===== src/rtl/cmd_arbiter_ctrl.sv =====
// Round-robin arbiter that forwards commands from two requesters to the SD physical layer.
// It runs the REQ/ACK handshakes, captures the response and bounds each command with a watchdog.
module cmd_arbiter_ctrl #(
    parameter int WATCHDOG_CYCLES = 256,
    parameter int WD_WIDTH        = 9
) (
    input  logic        CLK_SD_card,
    input  logic        reset,
    input  logic        req_valid_a,
    input  logic        req_valid_b,
    input  logic [37:0] req_cmd_a,
    input  logic [37:0] req_cmd_b,
    output logic        done_a,
    output logic        done_b,
    output logic [37:0] resp_a,
    output logic [37:0] resp_b,
    output logic        timeout_a,
    output logic        timeout_b,
    output logic        busy,
    output logic        new_cmd,
    output logic [37:0] cmd_index_arg,
    output logic        REQ_out,
    input  logic        ACK_in,
    input  logic        REQ_in,
    output logic        ACK_out,
    input  logic [37:0] cmd_response,
    input  logic        physical_inactive
);

    typedef enum logic [2:0] {IDLE, ISSUE, WAIT_RESP, RELEASE, DONE} state_t;

    localparam logic [WD_WIDTH-1:0] WD_LAST = WD_WIDTH'(WATCHDOG_CYCLES - 1);
    localparam logic [WD_WIDTH-1:0] WD_MAX  = WD_WIDTH'(WATCHDOG_CYCLES);

    state_t              state;
    logic                rr;          // 0 = A has priority, 1 = B
    logic                owner;       // 0 = A, 1 = B
    logic                seen_active;
    logic                timed_out;
    logic [WD_WIDTH-1:0] wd_cnt;
    logic                grant_b;
    logic                wd_expired;

    // Contention goes to rr; a lone requester wins regardless of rr.
    assign grant_b    = (req_valid_a && req_valid_b) ? rr : req_valid_b;
    assign wd_expired = (wd_cnt >= WD_LAST);
    assign busy       = (state != IDLE);

    always_ff @(posedge CLK_SD_card or negedge reset) begin
        if (!reset) begin
            state         <= IDLE;
            rr            <= 1'b0;
            owner         <= 1'b0;
            seen_active   <= 1'b0;
            timed_out     <= 1'b0;
            wd_cnt        <= '0;
            new_cmd       <= 1'b0;
            REQ_out       <= 1'b0;
            ACK_out       <= 1'b0;
            done_a        <= 1'b0;
            done_b        <= 1'b0;
            timeout_a     <= 1'b0;
            timeout_b     <= 1'b0;
            cmd_index_arg <= '0;
            resp_a        <= '0;
            resp_b        <= '0;
        end else begin
            done_a    <= 1'b0;
            done_b    <= 1'b0;
            timeout_a <= 1'b0;
            timeout_b <= 1'b0;

            if (state != IDLE && !physical_inactive)
                seen_active <= 1'b1;
            if ((state == ISSUE || state == WAIT_RESP) && wd_cnt != WD_MAX)
                wd_cnt <= wd_cnt + WD_WIDTH'(1);

            case (state)
                IDLE: begin
                    if (physical_inactive && (req_valid_a || req_valid_b)) begin
                        owner         <= grant_b;
                        cmd_index_arg <= grant_b ? req_cmd_b : req_cmd_a;
                        seen_active   <= 1'b0;
                        timed_out     <= 1'b0;
                        wd_cnt        <= '0;
                        new_cmd       <= 1'b1;
                        REQ_out       <= 1'b1;
                        state         <= ISSUE;
                    end
                end
                ISSUE: begin
                    if (ACK_in) begin
                        new_cmd <= 1'b0;
                        REQ_out <= 1'b0;
                        state   <= WAIT_RESP;
                    end else if (wd_expired) begin
                        new_cmd   <= 1'b0;
                        REQ_out   <= 1'b0;
                        timed_out <= 1'b1;
                        state     <= DONE;
                    end
                end
                WAIT_RESP: begin
                    // A response presented together with the return to inactive still counts.
                    if (REQ_in) begin
                        if (owner) resp_b <= cmd_response;
                        else       resp_a <= cmd_response;
                        ACK_out <= 1'b1;
                        state   <= RELEASE;
                    end else if ((seen_active && physical_inactive) || wd_expired) begin
                        timed_out <= 1'b1;
                        state     <= DONE;
                    end
                end
                RELEASE: begin
                    if (!REQ_in) begin
                        ACK_out <= 1'b0;
                        state   <= DONE;
                    end
                end
                DONE: begin
                    done_a    <= !owner;
                    done_b    <= owner;
                    timeout_a <= !owner && timed_out;
                    timeout_b <= owner && timed_out;
                    rr        <= !owner;
                    state     <= IDLE;
                end
                default: state <= IDLE;
            endcase
        end
    end

endmodule


===== config.mk =====
export PLATFORM = sky130hd
export DESIGN_NAME = cmd_arbiter_ctrl
export DESIGN_NICKNAME = d
export VERILOG_FILES = /design/src/rtl/cmd_arbiter_ctrl.sv
export SDC_FILE = /design/constraint.sdc
export NUM_CORES = 1
export LEC_CHECK = 0
export CAP_MARGIN = 0
export CORE_ASPECT_RATIO = 0.5
export CORE_MARGIN = 10
export CORE_UTILIZATION = 40
export DETAILED_ROUTE_END_ITERATION = 10
export PLACE_DENSITY = 0.77
export REMOVE_ABC_BUFFERS = 1
export SETUP_SLACK_MARGIN = 0.4
export SLEW_MARGIN = 10
export SYNTH_ARGS = -nofsm -noshare
export SYNTH_HDL_FRONTEND = slang
export SYNTH_SLANG_ARGS = --single-unit
export TNS_END_PERCENT = 5

===== constraint.sdc =====
create_clock -name CLK_SD_card -period 3.7 [get_ports CLK_SD_card]
set_clock_uncertainty 0.15 [all_clocks]
set_input_delay 0.74 -clock CLK_SD_card [delete_from_list [all_inputs] [get_ports CLK_SD_card]]
set_output_delay 0.74 -clock CLK_SD_card [all_outputs]
set_load 0.03 [all_outputs]

# Yosys cells after proc, flatten, opt, wreduce, memory -nomap -nowiden
# Cells that the tools add are included.
# word_totals
regBits	136
output_inout_bits	122
elab_cells	88
# op_classes
add_sub_neg	1
magnitude_cmp	1
n_eq_ne	14
n_mux	32
n_bitwise	1
n_reduce_logical	24
# ops
operator	count
$mux 38	1
$mux 9	3
$mux 1	18
$mux 3	6
$ne 2x2->1 const B	6
$pmux 3 s4	1
$reduce_and 3->1	4
$add 9x1->9 const B	1
$ge 9x8->1 const B	1
$ne 9x9->1 const B	1
$logic_and 1x1->1	7
$eq 3x2->1 const B	2
$reduce_and 6->1	1
$reduce_bool 3->1	2
$pmux 1 s2	2
$reduce_and 4->1	1
$reduce_bool 2->1	2
$eq 3x1->1 const B	1
$eq 3x3->1 const B	1
$logic_not 3->1	1
$logic_or 1x1->1	3
$ne 3x2->1 const B	1
$ne 3x3->1 const B	1
$pmux 1 s3	1
other kinds (4)	5

# Depth between registers and ports, before layout
# Gate-level depths: netlist of the first run.
# logic_depth
depth_word	6
ltp_mapped	7

# Worst setup path before layout of the first run
# Ideal clock, no wire load.
# synth_timing
path_kind	in2reg
startpoint	input REQ_in
endpoint	register resp_a[17]
t_arrival_ns	1.803
required_ns	3.425
slack_ns	1.622
stages	5
path_cell_list	nand2_1 nor4_1 buf_2 buf_2 mux2_2
# synth_between
elab_chain_len	1
# synth_lines
element	line	rtl
start, declared	24	input logic REQ_in,
$reduce_and 3->1 (no source line)	n/a	
end signal, assigned	107	else resp_a <= cmd_response;
end, declared	15	output logic [37:0] resp_a,
# Every way passes these cells.
# A chain may end at the register's enable or synchronous reset.

# Worst setup path in the final report of the first run
# layout_timing
startpoint	register state[2]
endpoint	output busy
# layout_between
elab_chain_len	1
# layout_lines
element	line	rtl
start, declared	35	state_t state;
start signal, assigned	51	state <= IDLE;
start signal, assigned	88	state <= ISSUE;
start signal, assigned	95	state <= WAIT_RESP;
$reduce_bool 3->1	47	assign busy = (state != IDLE);
end, declared	19	output logic busy,
# Every way passes these cells.

==> flow_summary_export.csv, run 1 <==
group,metric,value,unit
run_status,status,"completed",
synth,synth_cells,447,
setup_path,startpoint_type,"flip-flop",
routing,ant_nets,0,
synth,synth_cell_types,39,
timing,hold_viol_final,0,
finish,drive_gt1_frac,0.168,
setup_path,worstSetupPathType,"reg -> out",
grt,grt_pass1_vias,4629,
grt,grt_pass1_wl,25700,um
timing,drv_slew,0,
finish,syn2layout_area_growth,56.6,%
clock_network,clk_path_buf_depth,2,
clock_network,clock_sink_count,136,
placement,hpwlAfterDp,12200,um
timing,fin_crit,2910,ps
timing,setup_ws,794,ps
setup_path,cp_num_buf_inv,2,
routing,vias,4314,
setup_path,crit_arrival,2020,ps
grt,grt_start_max_net_pins,79,
synth,synth_fa_ha_area_frac,0.00663,
synth,synth_top_family_by_area,"multiplexers",
setup_path,end_kind,"primary output",
clock_network,cts_made_buffers,17,
job,drv_cap,0,
clock_network,postCtsSetupBuffers,0,
synth,muxShareOfSynthArea,0.222,
pwr,vdd_ir_drop_max,0.000375,V
synth,synth_compound_area_frac,0.0643,
worst_hold_path,hold_path.class,"in -> async",
pwr,p_total,8.05,mW
floorplan,die_h,104,um
finish,seq_area,3400,um2
timing,finalSetupViolCount,0,
floorplan,dieArea,19600,um2
synth,synthSimpleGateAreaFrac,0.0736,
setup_path,r2r_slack,1550,ps
setup_path,crit_slowest_cell,"clkdlybuf4s50_1",
clock_network,htree_levels,4,
floorplan,rows,30,
routing,routedWlPerCell,17.8,um
placement,numPlacedInstances,863,
placement,io_buffer_count,242,
grt,antenna_found_initial,0,
timing,fmax,344,MHz
timing,rsz0062_at_grt,"no",
timing,slew-limit-headroom,0.544,
finish,nets,814,
placement,dp_slack,920,ps
routing,drt-initial-drc-count,164,
floorplan,ios,243,
clock_network,hold_buffers,0,
pwr,cellLeakagePower,3.89,nW
clock_network,clk_pin_slew,70,ps
finish,fin_util,0.647,
pwr,p_per_area,908,nW/um2
setup_path,required,2810,ps
clock_network,cts_resized,0,
setup_path,slowest_delay,610,ps
setup_path,path_delay_family,"buffers and inverters",
routing,first_pass_iters,4,
finish,final_cell_area,8870,um2
clock_network,clk_latency,410,ps
synth,yosys_warnings,0,
routing,vias_per_cell,4.82,
grt,grt_usage,0.163,
placement,routabilityCongestion,0.864,
routing,routed_wirelength,15900,um
synth,synth.avg_cell_area,12.7,um2
routing,drcViolationCount,0,
timing,post-route-period-util,0.786,
placement,place_area,8310,um2
synth,seq_area_frac_synth,0.601,
setup_path,crit_chain,"nor3_1 > inv_1 > clkdlybuf4s50_1",
finish,n_antenna_cell,0,
synth,yosys_register_bits,136,
finish,multi_input_area,2130,um2
floorplan,start_util,0.413,
clock_network,cts_tree,"yes",
timing,worst_slew_pin_slew,680,ps
synth,synth_area,5660,um2
floorplan,core,13700,um2
setup_path,cp_max_fo,14,
floorplan,die-width,188,um
synth,synth-xor-area-share,0.00619,
finish,fillCellCount,1073,
finish,final_cell_count_no_fill,895,
grt,grt_overflow_total,0,
clock_network,clockRootBuffer,"clkbuf_16",
cell usage after synthesis:
library cell	number	share of area
dfrtp_1	136	0.60
mux2_2	76	0.15
nand2_1	52	0.034
o21ai_0	41	0.036
mux2i_1	40	0.071
nor2_1	13	0.0086
buf_2	11	0.0097
clkbuf_1	11	0.0073
inv_1	9	0.0060
a21oi_1	5	0.0044
nand3_1	4	0.0035
nor3_1	4	0.0035
xnor2_1	4	0.0062
ha_1	3	0.0066
nor4_1	3	0.0033
a211o_1	2	0.0031
a211oi_1	2	0.0027
a31oi_1	2	0.0022
and2_1	2	0.0022
and4_1	2	0.0031
nand4_1	2	0.0022
o211ai_1	2	0.0027
o21ai_1	2	0.0018
o22ai_1	2	0.0022
o31ai_1	2	0.0027
or3_1	2	0.0022
a21o_1	1	0.0013
a22o_1	1	0.0015
a32o_1	1	0.0018
and3_1	1	0.0011
and4bb_2	1	0.0022
buf_4	1	0.0013
buf_6	1	0.0020
nand3b_1	1	0.0013
nand4b_1	1	0.0015
nor4b_1	1	0.0015
o32a_1	1	0.0018
or2b_1	1	0.0013
or4_1	1	0.0013
logic make-up after synthesis:
family,Yosys count
flops,136
mux,116
simple gates,91
compound gates,64
buf+inv,33
xor+xnor,4
fa+ha+maj,3
state kept, by name, indices dropped and copies added (netlist names):
name,count
cmd_index_arg,38
resp_a,38
resp_b,38
wd_cnt,9
state,3
ACK_out,1
REQ_out,1
done_a,1
done_b,1
owner,1
rr,1
seen_active,1
timed_out,1
timeout_a,1
timeout_b,1
power by group:
part	leakage (nW)	internal [mW]	switching, mW
sequential	1.70	2.15	0.407
combinational	1.93	1.72	2.19
clock	0.268	0.885	0.703
stage by stage:
stage               hold WS, ps  setup TNS [ps]
CTS                        89.2               0
detailed placement          319               0
global placement            311               0
global route               99.0               0
finish                     75.8               0
floorplan                   294          -69120
path summary, 6_finish.rpt:
kind	from	end	depth (start not counted)
min reg2reg	cmd_index_arg[25]	cmd_index_arg[25]	2
min in group CLK_SD_card	cmd_index_arg[25]	cmd_index_arg[25]	2
max reg2reg	wd_cnt[0]	wd_cnt[7]	6
max in group asynchronous	reset	wd_cnt[3]	2
min	reset	resp_b[6]	1
max	state[2]	busy	3
final cells by class:
class | count | share of cell area
clock inverter | 15 | 0.0148
inverter | 9 | 0.00381
multi-input combinational | 278 | 0.240
timing repair buffer | 248 | 0.283
clock buffer | 17 | 0.0480
sequential | 136 | 0.384
tap | 192 | 0.0271
per-layer routing:
| layer | GRT usage | wire, um |
|---|---|---|
| met5 | 0 | 0 |
| met4 | 0.0613 | 300 |
| met3 | 0.0412 | 729 |
| met2 | 0.293 | 8550 |
| met1 | 0.181 | 6350 |
placed cells by master (no fill, tap or decap), types with 2 or more instances in the layout:
| cell type | n |
|---|---|
| clkdlybuf4s50_1 | 241 |
| or3_1 | 2 |
| nand4_1 | 2 |
| o211ai_1 | 2 |
| mux2_2 | 76 |
| mux2i_1 | 40 |
| nor3_1 | 4 |
| and4_1 | 2 |
| o21ai_0 | 41 |
| nand2_1 | 52 |
| o31ai_1 | 2 |
| clkinvlp_4 | 3 |
| o22ai_1 | 2 |
| nor2_1 | 13 |
| clkbuf_16 | 17 |
| a31oi_1 | 2 |
| nand3_1 | 4 |
| xnor2_1 | 4 |
| buf_4 | 3 |
| a211o_1 | 2 |
| inv_1 | 9 |
| a211oi_1 | 2 |
| inv_8 | 3 |
| a21oi_1 | 5 |
| inv_6 | 7 |
| nor4_1 | 2 |
| and2_1 | 2 |
| ha_1 | 3 |
| buf_12 | 3 |
| dfrtp_1 | 136 |
Note: power is estimated with default switching activity, not from simulation.
==> run 2: changes to the inputs <==
- clock period: 3.7 -> 3.04 ns (I/O delays scaled with it)
==> run 2 against run 1 <==
  * The run now ends with negative hold slack left
  * Via count grew 1.5%
  * Worst hold slack lost 78 ps
  * Flip-flop and latch count is the same
  * Final cell count grew 0.34%
  * Non-clock buffer count grew 2
  * Total power grew 24%
  * Global-route usage grew 0.38 points
  * Clock power grew 31%
  * Core utilization grew 0.67 points
  * Critical path type unchanged
  * Largest power group unchanged
==> flow_summary_export.csv, run 2 (same netlist as run 1, synthesis figures left out) <==
group,metric,value,unit
clock_network,cts_resized,2,
run_status,status,"complete, but fails checks",
setup_path,worstSetupPathType,"reg -> out",
run_status,violations,"negative hold slack",
finish,reg_top3,"cmd_index_arg: 38 flops, resp_a: 38 flops, resp_b: 38 flops",
routing,drt-initial-drc-count,207,
pwr,cellLeakagePower,3.94,nW
clock_network,postCtsSetupBuffers,0,
setup_path,crit_arrival,1660,ps
finish,fin_util,0.654,
timing,worst_slew_pin_slew,685,ps
clock_network,clk_latency,400,ps
timing,fmax,413,MHz
routing,first_pass_iters,6,
clock_network,clk_path_buf_depth,2,
clock_network,clk_pin_slew,70,ps
setup_path,end_kind,"primary output",
clock_network,cts_made_buffers,17,
clock_network,clock_sink_count,136,
grt,grt_pass1_vias,4696,
placement,hpwlAfterDp,12700,um
clock_network,hold_buffers,0,
clock_network,clockRootBuffer,"clkbuf_16",
finish,final_common_cell,"clkdlybuf4s50_1",
worst_hold_path,hold_path.class,"in -> async",
timing,fin_crit,2420,ps
routing,routed_wirelength,16500,um
grt,grt_overflow_total,0,
grt,grt_pass1_wl,26100,um
timing,hold_viol_final,5,
timing,final.setup.tns,0,ps
grt,antenna_found_initial,1,
finish,syn2layout_area_growth,58.2,%
routing,routedWlPerCell,18.4,um
floorplan,start_util,0.413,
finish,fillCellCount,1061,
timing,post-route-period-util,0.796,
setup_path,crit_slowest_cell,"dfrtp_1",
routing,vias_per_cell,4.87,
setup_path,crit_chain,"nor3_2 > inv_1 > dlygate4sd2_1",
setup_path,startpoint_type,"flip-flop",
clock_network,cts_tree,"yes",
floorplan,core,13700,um2
timing,slew-limit-headroom,0.541,
job,drv_cap,0,
floorplan,die-width,188,um
finish,drive_gt1_frac,0.172,
floorplan,rows,30,
routing,ant_nets,0,
grt,grt_start_max_net_pins,79,
pwr,vdd_ir_drop_max,0.000478,V
timing,rsz0062_at_grt,"no",
setup_path,cp_max_fo,13,
timing,drv_slew,0,
routing,drcViolationCount,0,
floorplan,dieArea,19600,um2
setup_path,required,2280,ps
setup_path,cp_num_buf_inv,2,
timing,hold_slack,-2.61,ps
setup_path,path_delay_family,"flip-flops",
placement,routabilityCongestion,0.845,
finish,nets,816,
placement,io_buffer_count,242,
grt,grt_usage,0.167,
pwr,p_total,10.0,mW
pwr,p_per_area,1120,nW/um2
routing,vias,4377,
timing,finalSetupViolCount,0,
floorplan,ios,243,
clock_network,htree_levels,4,
floorplan,die_h,104,um
finish,final_cell_mix,"clkdlybuf4s50_1 (240), dfrtp_1 (136), mux2_2 (76), nand2_1 (52), o21ai_0 (41)",
setup_path,slowest_delay,530,ps
==> run 2: through the flow <==
step	area (um2)	instances	worst slack, ps
floorplan	5550	423	-2060
global placement	8350	865	571
detailed placement	8350	865	521
CTS	8960	897	601
global route	8960	897	500
finish	8960	898	621
==> run 2: final cells by class <==
type	instances	area, um2	share of cell area
Sequential cell	136	3400	0.380
Timing Repair Buffer	250	2540	0.284
Multi-Input combinational cell	278	2130	0.238
Clock buffer	17	425	0.0475
Tap cell	192	240	0.0268
Clock inverter	15	176	0.0197
Inverter	9	33.8	0.00377
Antenna cell	1	2.50	0.000279
==> run 2: path summary, 6_finish.rpt <==
kind                                        from                 to  slack [ps]  cells past startpoint
worst max-delay path                    state[0]               busy         620                      3
worst min-delay path                       reset         resp_b[37]          -3                      1
worst max register to register         wd_cnt[0]          wd_cnt[7]         910                      6
worst min register to register  cmd_index_arg[5]   cmd_index_arg[5]         330                      2
max in group asynchronous                  reset  cmd_index_arg[10]        2020                      2
min in group CLK_SD_card        cmd_index_arg[5]   cmd_index_arg[5]         330                      2
==> run 2: report_power, final <==
| group | switching (mW) | internal [mW] |
|---|---|---|
| clock | 0.849 | 1.24 |
| combinational | 2.72 | 2.11 |
| sequential | 0.487 | 2.62 |
| total | 4.05 | 5.96 |
==> run 2: routing by layer <==
layer,GRT usage,up-vias,share of wire
met4,0.0664,0,0.020
met2,0.313,131,0.55
li1,-,2081,-
met3,0.0462,21,0.052
met5,0,-,0
met1,0.171,2144,0.37
